[src/rtl/alu_pkg.sv]
// Shared types and defaults for the ALU datapath blocks.
package alu_pkg;

    // Sequencer states of the bit-serial add/subtract unit.
    typedef enum logic [1:0] {
        SAS_IDLE = 2'd0,
        SAS_RUN  = 2'd1,
        SAS_DONE = 2'd2
    } sas_state_t;

    localparam int SAS_DEFAULT_WIDTH = 32;

endpackage

[src/rtl/full_adder_one_bit.sv]
// Single-bit full adder cell: the only arithmetic in the serial unit.
module full_adder_one_bit (
    input  logic inp0,
    input  logic inp1,
    input  logic cin,
    output logic sum,
    output logic cout
);

    // Sum and majority carry of the three input bits.
    always_comb begin
        sum  = inp0 ^ inp1 ^ cin;
        cout = (inp0 & inp1) | (inp0 & cin) | (inp1 & cin);
    end

endmodule

[src/rtl/serial_add_sub_unit.sv]
// Bit-serial add/subtract unit: one operand bit pair per cycle through a
// single full adder cell, LSB first, WIDTH RUN cycles per operation.
// Handshake: start is a request taken only in IDLE or DONE (ignored in RUN,
// never queued); done is a one-cycle pulse and result/flags are valid from
// that cycle and held until the next completion; busy is high during RUN.
module serial_add_sub_unit
    import alu_pkg::*;
#(
    parameter  int WIDTH = SAS_DEFAULT_WIDTH,
    localparam int CNT_W = $clog2(WIDTH) + 1
) (
    input  logic             clk,
    input  logic             rst_n,
    input  logic             start,
    input  logic             sub,
    input  logic [WIDTH-1:0] a,
    input  logic [WIDTH-1:0] b,
    output logic             busy,
    output logic             done,
    output logic [WIDTH-1:0] result,
    output logic             carry_out,
    output logic             overflow,
    output logic             zero
);

    localparam logic [CNT_W-1:0] LAST_CNT = CNT_W'(WIDTH - 1);

    sas_state_t       state;
    sas_state_t       state_next;
    logic [WIDTH-1:0] a_sh;
    logic [WIDTH-1:0] b_sh;
    // Only WIDTH-1 bits are stored: the newest sum bit comes straight
    // from the cell, so acc_next is the full result on the last RUN cycle.
    logic [WIDTH-2:0] acc;
    logic [WIDTH-1:0] acc_next;
    logic             carry;
    logic [CNT_W-1:0] cnt;
    logic             sum_bit;
    logic             cout_bit;
    logic             accept;
    logic             last_bit;

    full_adder_one_bit u_cell (
        .inp0 (a_sh[0]),
        .inp1 (b_sh[0]),
        .cin  (carry),
        .sum  (sum_bit),
        .cout (cout_bit)
    );

    // State register.
    always_ff @(posedge clk or negedge rst_n) begin
        if (!rst_n) begin
            state <= SAS_IDLE;
        end else begin
            state <= state_next;
        end
    end

    // Next-state logic, request acceptance and status outputs.
    always_comb begin
        state_next = state;
        accept     = 1'b0;
        last_bit   = (cnt == LAST_CNT);
        acc_next   = {sum_bit, acc};
        busy       = (state == SAS_RUN);
        done       = (state == SAS_DONE);
        case (state)
            SAS_IDLE: begin
                if (start) begin
                    accept     = 1'b1;
                    state_next = SAS_RUN;
                end
            end
            SAS_RUN: begin
                if (last_bit) begin
                    state_next = SAS_DONE;
                end
            end
            SAS_DONE: begin
                if (start) begin
                    accept     = 1'b1;
                    state_next = SAS_RUN;
                end else begin
                    state_next = SAS_IDLE;
                end
            end
            default: state_next = SAS_IDLE;
        endcase
    end

    // Operand shift registers, carry flop, accumulator and bit counter.
    // Subtraction is a + ~b + 1: invert b on load and seed the carry with 1.
    always_ff @(posedge clk or negedge rst_n) begin
        if (!rst_n) begin
            a_sh  <= '0;
            b_sh  <= '0;
            acc   <= '0;
            carry <= 1'b0;
            cnt   <= '0;
        end else if (accept) begin
            a_sh  <= a;
            b_sh  <= sub ? ~b : b;
            carry <= sub;
            cnt   <= '0;
        end else if (state == SAS_RUN) begin
            a_sh  <= a_sh >> 1;
            b_sh  <= b_sh >> 1;
            acc   <= acc_next[WIDTH-1:1];
            carry <= cout_bit;
            cnt   <= cnt + CNT_W'(1);
        end
    end

    // Result and flags load on the last RUN cycle (entry to DONE). At that
    // point carry still holds the carry into the MSB, so overflow needs no
    // separate holding flop.
    always_ff @(posedge clk or negedge rst_n) begin
        if (!rst_n) begin
            result    <= '0;
            carry_out <= 1'b0;
            overflow  <= 1'b0;
            zero      <= 1'b0;
        end else if (state == SAS_RUN && last_bit) begin
            result    <= acc_next;
            carry_out <= cout_bit;
            overflow  <= carry ^ cout_bit;
            zero      <= (acc_next == '0);
        end
    end

endmodule
[config.mk]
export PLATFORM = sky130hd
export DESIGN_NAME = serial_add_sub_unit
export DESIGN_NICKNAME = d
export VERILOG_FILES = /design/src/rtl/alu_pkg.sv /design/src/rtl/full_adder_one_bit.sv /design/src/rtl/serial_add_sub_unit.sv
export SDC_FILE = /design/constraint.sdc
export NUM_CORES = 1
export LEC_CHECK = 0
export CAP_MARGIN = 20
export CORE_MARGIN = 10
export CORE_UTILIZATION = 55
export DETAILED_ROUTE_END_ITERATION = 16
export MAX_ROUTING_LAYER = met4
export PLACE_DENSITY = 0.83
export SETUP_SLACK_MARGIN = 0.02
export SYNTH_ARGS = -nofsm -noshare
export SYNTH_HDL_FRONTEND = slang
export SYNTH_SLANG_ARGS = --single-unit
[constraint.sdc]
create_clock -name clk -period 3.58 [get_ports clk]
set_clock_uncertainty 0.2 [all_clocks]
set_input_delay 0.716 -clock clk [delete_from_list [all_inputs] [get_ports clk]]
set_output_delay 0.716 -clock clk [all_outputs]
set_load 0.1 [all_outputs]
# Word level (Yosys, flattened, before mapping)
# Cells that the tools add are included.
# W data, S select, Z words.
op_classes:
  n_addsub: 1
  multipliers: 0
  div_mod_pow: 0
  order_cmp: 0
  eq_ne: 5
  shifts: 0
  muxes: 15
  bitwise: 10
  n_reduce_logical: 7
ops:
  columns: ["cell", "n"]
  rows:
  - ["$mux W32", 5]
  - ["$logic_not A32 Y1", 1]
  - ["$not A32 Y32", 1]
  - ["$mux W6", 2]
  - ["$add A6 B1 Y6 const B", 1]
  - ["$eq A6 B5 Y1 const B", 1]
  - ["$pmux W2 S3", 1]
  - ["$mux W1", 5]
  - ["$mux W2", 2]
  - ["$reduce_and A2 Y1", 2]
  - ["$and A1 B1 Y1", 3]
  - ["$xor A1 B1 Y1", 3]
  - ["$eq A2 B1 Y1 const B", 1]
  - ["$eq A2 B2 Y1 const B", 1]
  - ["$logic_not A2 Y1", 1]
  - ["$ne A2 B1 Y1 const B", 1]
  - ["$ne A2 B2 Y1 const B", 1]
  - ["$or A1 B1 Y1", 2]
  - ["$reduce_bool A2 Y1", 1]
  - ["$reduce_or A2 Y1", 1]
  - ["$logic_and A1 B1 Y1", 1]
  - ["$not A1 Y1", 1]
word_totals:
  register_bits: 139
  latch_bits: 0
  mem_bits_rw: 0
  rom_bits: 0
  word_cells: 48
  memories: 0

# Logic depth before layout (Yosys ltp)
# Gate-level depths: netlist of run 1.
logic_depth:
  depth_word: 5
  ltp_mapped: 7

# Cells and area by module
# A second synthesis of run 1 with hierarchy kept.
unflattened:
  hier_cells: 542
  area_unflattened_um2: 6075.8
modules_own_cells:
  columns: ["mod", "n_inst", "cells_each", "area_per_inst_um2", "seq_area_each_um2"]
  rows:
  - ["serial_add_sub_unit", 1, 541, 6055.8, 3478.3]
  - ["full_adder_one_bit", 1, 1, 20.0, 0.0]

# Least setup slack after synthesis of run 1
# Ideal clock, no wire load.
synth_timing:
  path_type: "register to output"
  start: "register state[1]"
  end: "output port busy"
  t_arrival_ns: 1.765
  required_ns: 2.664
  slack_ns: 0.899
  path_stages_with_launch: 5
  n_path_buf: 2
  path_cell_list: "dfrtp_1 > nand2b_1 > buf_2 > inv_2 > clkbuf_1"
synth_via:
  elab_chain_cells: 1
synth_rtl:
  columns: ["item", "line_no", "text"]
  rows:
  - ["start, declared", "serial_add_sub_unit.sv:28", "sas_state_t state;"]
  - ["start signal, assigned", "serial_add_sub_unit.sv:56", "state <= state_next;"]
  - ["$eq A2 B1 Y1", "serial_add_sub_unit.sv:66", "busy = (state == SAS_RUN);"]
  - ["end, declared", "serial_add_sub_unit.sv:18", "output logic busy,"]
# Every way passes these cells.

# Worst setup path in the final report of run 1
layout_timing:
  start: "register state[0]"
  end: "output port busy"
# Same word-level chain as after synthesis.

==> results.cfg, run 1 <==
[setup_path]
path_class = reg2out
cp_slowest_cell = dfrtp_1
arrival_ns = 1.91
crit_path_end_kind = primary output
cp_top_family = buffers and inverters
path_max_fanout = 36
max_stage_delay_ns = 0.45
cp_num_buf_inv = 3
cp_cell_sequence = nand2b_2, buf_4, inv_2, buf_12
critPathLaunchType = flop
cp.required_ns = 2.66

[sta]
fin_crit_ns = 2.82
slew_viol_final = 0
fin_crit_sh_pct = 78.9
worst_pin_slew_ns = 0.952
finalHoldViolCount = 0
fmax_mhz = 354
final.setup.tns_ns = 0
setup_violations = 0
rsz0062_at_grt = no
max_slew_margin_pct = 36.5

[clock_tree]
cts_hold_buffers = 0
htree_levels = 4
ctsResizeCount = 0
cts_setup_buffers = 0
cts_tree = built
root_buffer = clkbuf_8
cts_buffer_depth = 2
clock-sinks = 139
clkTransAtPathRegs_ns = 0.07
worstSkewPairLatency_ns = 0.52
cts_buffers = 17

[synthesis]
synth_compound_area_share_pct = 10.6
async_flop_share_pct = 100
syn-instance-count = 540
yosys.area.top_type_share_pct = 57.6
synth_cell_type_count = 32
ys_seq_area_share_pct = 57.6
synth_simple_gate_area_share_pct = 14.7
synth_top_flop_cell = dfrtp_1
synth-seq-cells = 139
synth_top_cell_by_area = dfrtp_1
syn_nets = 610
synth_warnings = 0
synth-adder-area-share_pct = 0.538
syn-cell-area_sq_mm = 0.00604
synth-edff-count = 0
synth_top_family_by_area = simple AND/OR/NAND/NOR gates
ys_top_cells_by_area = dfrtp_1 (58%), nand2_1 (7.9%), mux2_4 (7.2%)
synthMuxAreaShare_pct = 8.30
yosys.area_share.xor_xnor_pct = 5.07
synth_area_per_cell_sq_um = 11.2

[floorplan]
die-width_microns = 125
coreArea_sq_mm = 0.0108
die_area_sq_mm = 0.0156
dieHeight_microns = 125
start_util_pct = 56.0
row_count = 38
io_pins = 105

[grt]
grt_pass1_vias = 4671
grt_overflow = 0
grt_first_pass_wirelength_mm = 23.2
grt_start_max_net_pins = 111
antenna_found_initial = 0
grt_usage_pct = 18.2

[drt]
vias = 4392
drtIter0Drc = 358
wl_mm = 13.9
drc = 0
wl_per_cell_microns = 17.7
via_per_inst = 5.61
dr.pass1.iters = 4
postRouteAntennaNets = 0

[place]
place_area_sq_mm = 0.00706
placement.io_buffers = 104
gp_congestion = 0.793
hpwlAfterDp_mm = 8.91
place_inst = 752

[layout]
final_area_sq_mm = 0.00761
final_common_cell = dfrtp_1
drive_gt1_share_pct = 18.4
fin_cells = 783
finish.net_count = 701
mostFrequentLayoutCells = dfrtp_1 (139), nand2_1 (127), clkdlybuf4s50_1 (65)
n_antenna_cell = 0
area_growth_pct = 25.9

[power]
p_leak_nw = 3.70
power.density_mw_per_mm2 = 937
peakVddDrop_mv = 0.666

[min_path]
hold_path_class = in2async

[outcome]
status = finished clean

[flow_run]
maxCapViolCount = 0
[flip-flops by register name, summed over array words and instances, names as in the netlist]
signal and cells:
acc 31, b_sh 32, result 32, carry_out 1, a_sh 32, overflow 1, carry 1, zero 1
state 2, cnt 6
[kinds of logic after synthesis]
| logic type | Yosys count |
|---|---|
| simple gates | 212 |
| flops | 139 |
| compound gates | 75 |
| buf+inv | 42 |
| xor+xnor | 35 |
| mux | 35 |
| fa+ha+maj | 2 |
[per-stage QoR]
stage	power, mW	util [%]	setup WS (ns)	hold slack, ns
6_report	7.13	70.5	0.756	0.106
5_1_grt	7.53	70.5	0.673	0.179
4_1_cts	7.17	70.5	0.747	0.151
3_5_place_dp	5.50	65.4	0.919	0.290
3_3_place_gp	5.36	65.4	0.980	0.280
2_1_floorplan	4.77	-	0.899	0.220
[path summary, 6_finish.rpt]
kind	start	endpoint	slack, ns	cells past startpoint
worst min-delay path	rst_n	result[25]	0.11	1
max in group asynchronous	rst_n	acc[3]	2.19	2
worst max-delay path	state[0]	busy	0.76	4
min in group clk	a_sh[19]	a_sh[19]	0.31	2
worst max register to register	state[0]	a_sh[0]	1.03	6
worst min register to register	a_sh[19]	a_sh[19]	0.31	2
[area by class of cell]
cell class / count / area, sq um
timing repair buffer: 112 / 1020
clock inverter: 13 / 119
fill: 768 / 3190
inverter: 2 / 7.51
multi-input combinational: 359 / 2380
sequential: 139 / 3480
tap: 140 / 175
clock buffer: 18 / 428
[where the power goes]
part / internal [mW] / switching (mW) / total, mW
Clock: 0.939 / 0.681 / 1.62
Combinational: 0.975 / 1.81 / 2.78
Sequential: 2.22 / 0.505 / 2.73
Total: 4.14 / 2.99 / 7.13
[synthesized netlist by cell type, types with 2 or more instances]
| library cell | number |
|---|---|
| dfrtp_1 | 139 |
| nand2_1 | 127 |
| nand3_1 | 34 |
| nor2_1 | 33 |
| xnor2_1 | 33 |
| a22oi_1 | 32 |
| a221o_1 | 31 |
| mux2_4 | 29 |
| clkbuf_1 | 23 |
| buf_1 | 9 |
| nor4_1 | 8 |
| a22o_1 | 5 |
| mux2_2 | 5 |
| buf_2 | 4 |
| buf_6 | 4 |
| nor2b_1 | 3 |
| o31ai_1 | 3 |
| nand2b_1 | 2 |
| nand4_1 | 2 |
| xor2_1 | 2 |
[per-layer routing]
layer	track usage [%]	up-vias	routed length (microns)
met5	-	-	0
met4	5.83	0	104
met3	4.64	10	841
met2	28.4	171	6870
met1	22.7	2145	6040
li1	-	2066	-
(Power assumes the default switching activity.)
==> inputs of run 2 (changes only) <==
- CORE_UTILIZATION: 55 -> 48
- PLACE_DENSITY: 0.83 -> 0.76
- clock period: 3.58 -> 2.55 ns (I/O delays scaled with it)
==> results.cfg, run 2 (same netlist as run 1, synthesis figures left out) <==
[outcome]
status = finished clean

[drt]
drc = 0
dr.pass1.iters = 5
vias = 4427
via_per_inst = 5.40
wl_per_cell_microns = 16.2
drtIter0Drc = 363
wl_mm = 13.3
postRouteAntennaNets = 0

[floorplan]
io_pins = 105
dieHeight_microns = 132
row_count = 40
coreArea_sq_mm = 0.0122
start_util_pct = 49.7
die-width_microns = 132
die_area_sq_mm = 0.0175

[layout]
top_regs = a_sh: 32 flops, b_sh: 32 flops, result: 32 flops
finish.net_count = 709
mostFrequentLayoutCells = dfrtp_1 (139), nand2_1 (127), clkdlybuf4s50_1 (65)
drive_gt1_share_pct = 19.3
n_antenna_cell = 0
final_area_sq_mm = 0.00780
area_growth_pct = 29.1
fin_cells = 820
final_common_cell = dfrtp_1

[clock_tree]
cts_buffer_depth = 2
root_buffer = clkbuf_16
worstSkewPairLatency_ns = 0.41
cts_buffers = 17
cts_setup_buffers = 0
htree_levels = 4
ctsResizeCount = 0
clock-sinks = 139
clkTransAtPathRegs_ns = 0.06
cts_tree = built

[setup_path]
critPathLaunchType = flop
r2r-end = cnt[0]
r2r-start = state[0]
crit_path_end_kind = primary output
cp_cell_sequence = nand2b_2, inv_2, buf_4, buf_12
path_class = reg2out
path_max_fanout = 36
reg2reg_depth = 6
ff2ff_setup_slack_ns = 0.28
max_stage_delay_ns = 0.46
cp.required_ns = 1.84
cp_slowest_cell = dfrtp_1
arrival_ns = 1.69

[min_path]
hold_start = a_sh[29]
holdPathEnd = a_sh[29]
hold_path_class = reg2reg
min_path_cells = 2

[grt]
antenna_found_initial = 0
grt_first_pass_wirelength_mm = 22.3
grt_overflow = 0
grt_pass1_vias = 4451
grt_usage_pct = 15.7
grt_start_max_net_pins = 65

[sta]
fmax_mhz = 417
hold_slack_ns = 0.305
fin_crit_sh_pct = 94.0
finalHoldViolCount = 0
setup_violations = 0
final.setup.tns_ns = 0
worst_pin_slew_ns = 0.662
fin_crit_ns = 2.40
rsz0062_at_grt = no
max_slew_margin_pct = 55.8
slew_viol_final = 0

[place]
place_inst = 786
hpwlAfterDp_mm = 9.02
placement.io_buffers = 104
place_area_sq_mm = 0.00719
gp_congestion = 0.813

[power]
power.density_mw_per_mm2 = 1300
p_total_mw = 10.1
peakVddDrop_mv = 0.629
p_leak_nw = 3.78

[flow_run]
maxCapViolCount = 0
[run 2: how the worst max path moves through the flow]
| stage | start | end | slack (ns) | cells past startpoint |
|---|---|---|---|---|
| floorplan | state[1] | busy | 0.07 | 4 |
| global placement | start | cnt[4] | -0.12 | 5 |
| detailed placement | start | cnt[4] | -0.16 | 5 |
| CTS | state[0] | busy | 0.15 | 4 |
| global route | state[0] | busy | 0.07 | 4 |
| finish | state[0] | busy | 0.15 | 4 |
[run 2: layout make-up]
class | instances | area [sq um]
inverter | 2 | 7.51
fill | 950 | 4360
clock inverter | 14 | 149
tap | 168 | 210
multi-input combinational | 359 | 2380
timing repair buffer | 120 | 1140
clock buffer | 18 | 439
sequential | 139 | 3480
[run 2: power breakdown]
group	switching, mW	internal (mW)
sequential	0.673	3.12
clock	1.01	1.41
combinational	2.50	1.41
[run 2: worst max-delay path: cells and delay by family, from the launching register on]
family                 cells  cell delay (ns)
AND/OR/NAND/NOR            1             0.15
flip-flops                 1             0.46
buffers and inverters      3             0.67
[run 2: repair_timing]
item	in CTS	in global routing
setup endpoints to repair	0	0
hold buffers	1	0
hold endpoints to repair	53	0
[run 2: metrics by stage]
step / util [%] / setup slack, ns
global placement: 59.1 / -0.117
detailed placement: 59.1 / -0.158
CTS: 64.0 / 0.151
global route: 64.2 / 0.0714
floorplan: - / 0.0750
finish: 64.2 / 0.154
[run 2: metal layers]
layer	routed length, microns	track usage (%)
met3	761	4.80
met4	170	4.34
met1	6150	20.6
met5	0	-
met2	6210	23.2
==> inputs of run 3 (changes only) <==
- TNS_END_PERCENT: default -> 100
==> results of run 3 <==
No change in the layout: final DEF, timing and power equal those of run 2.
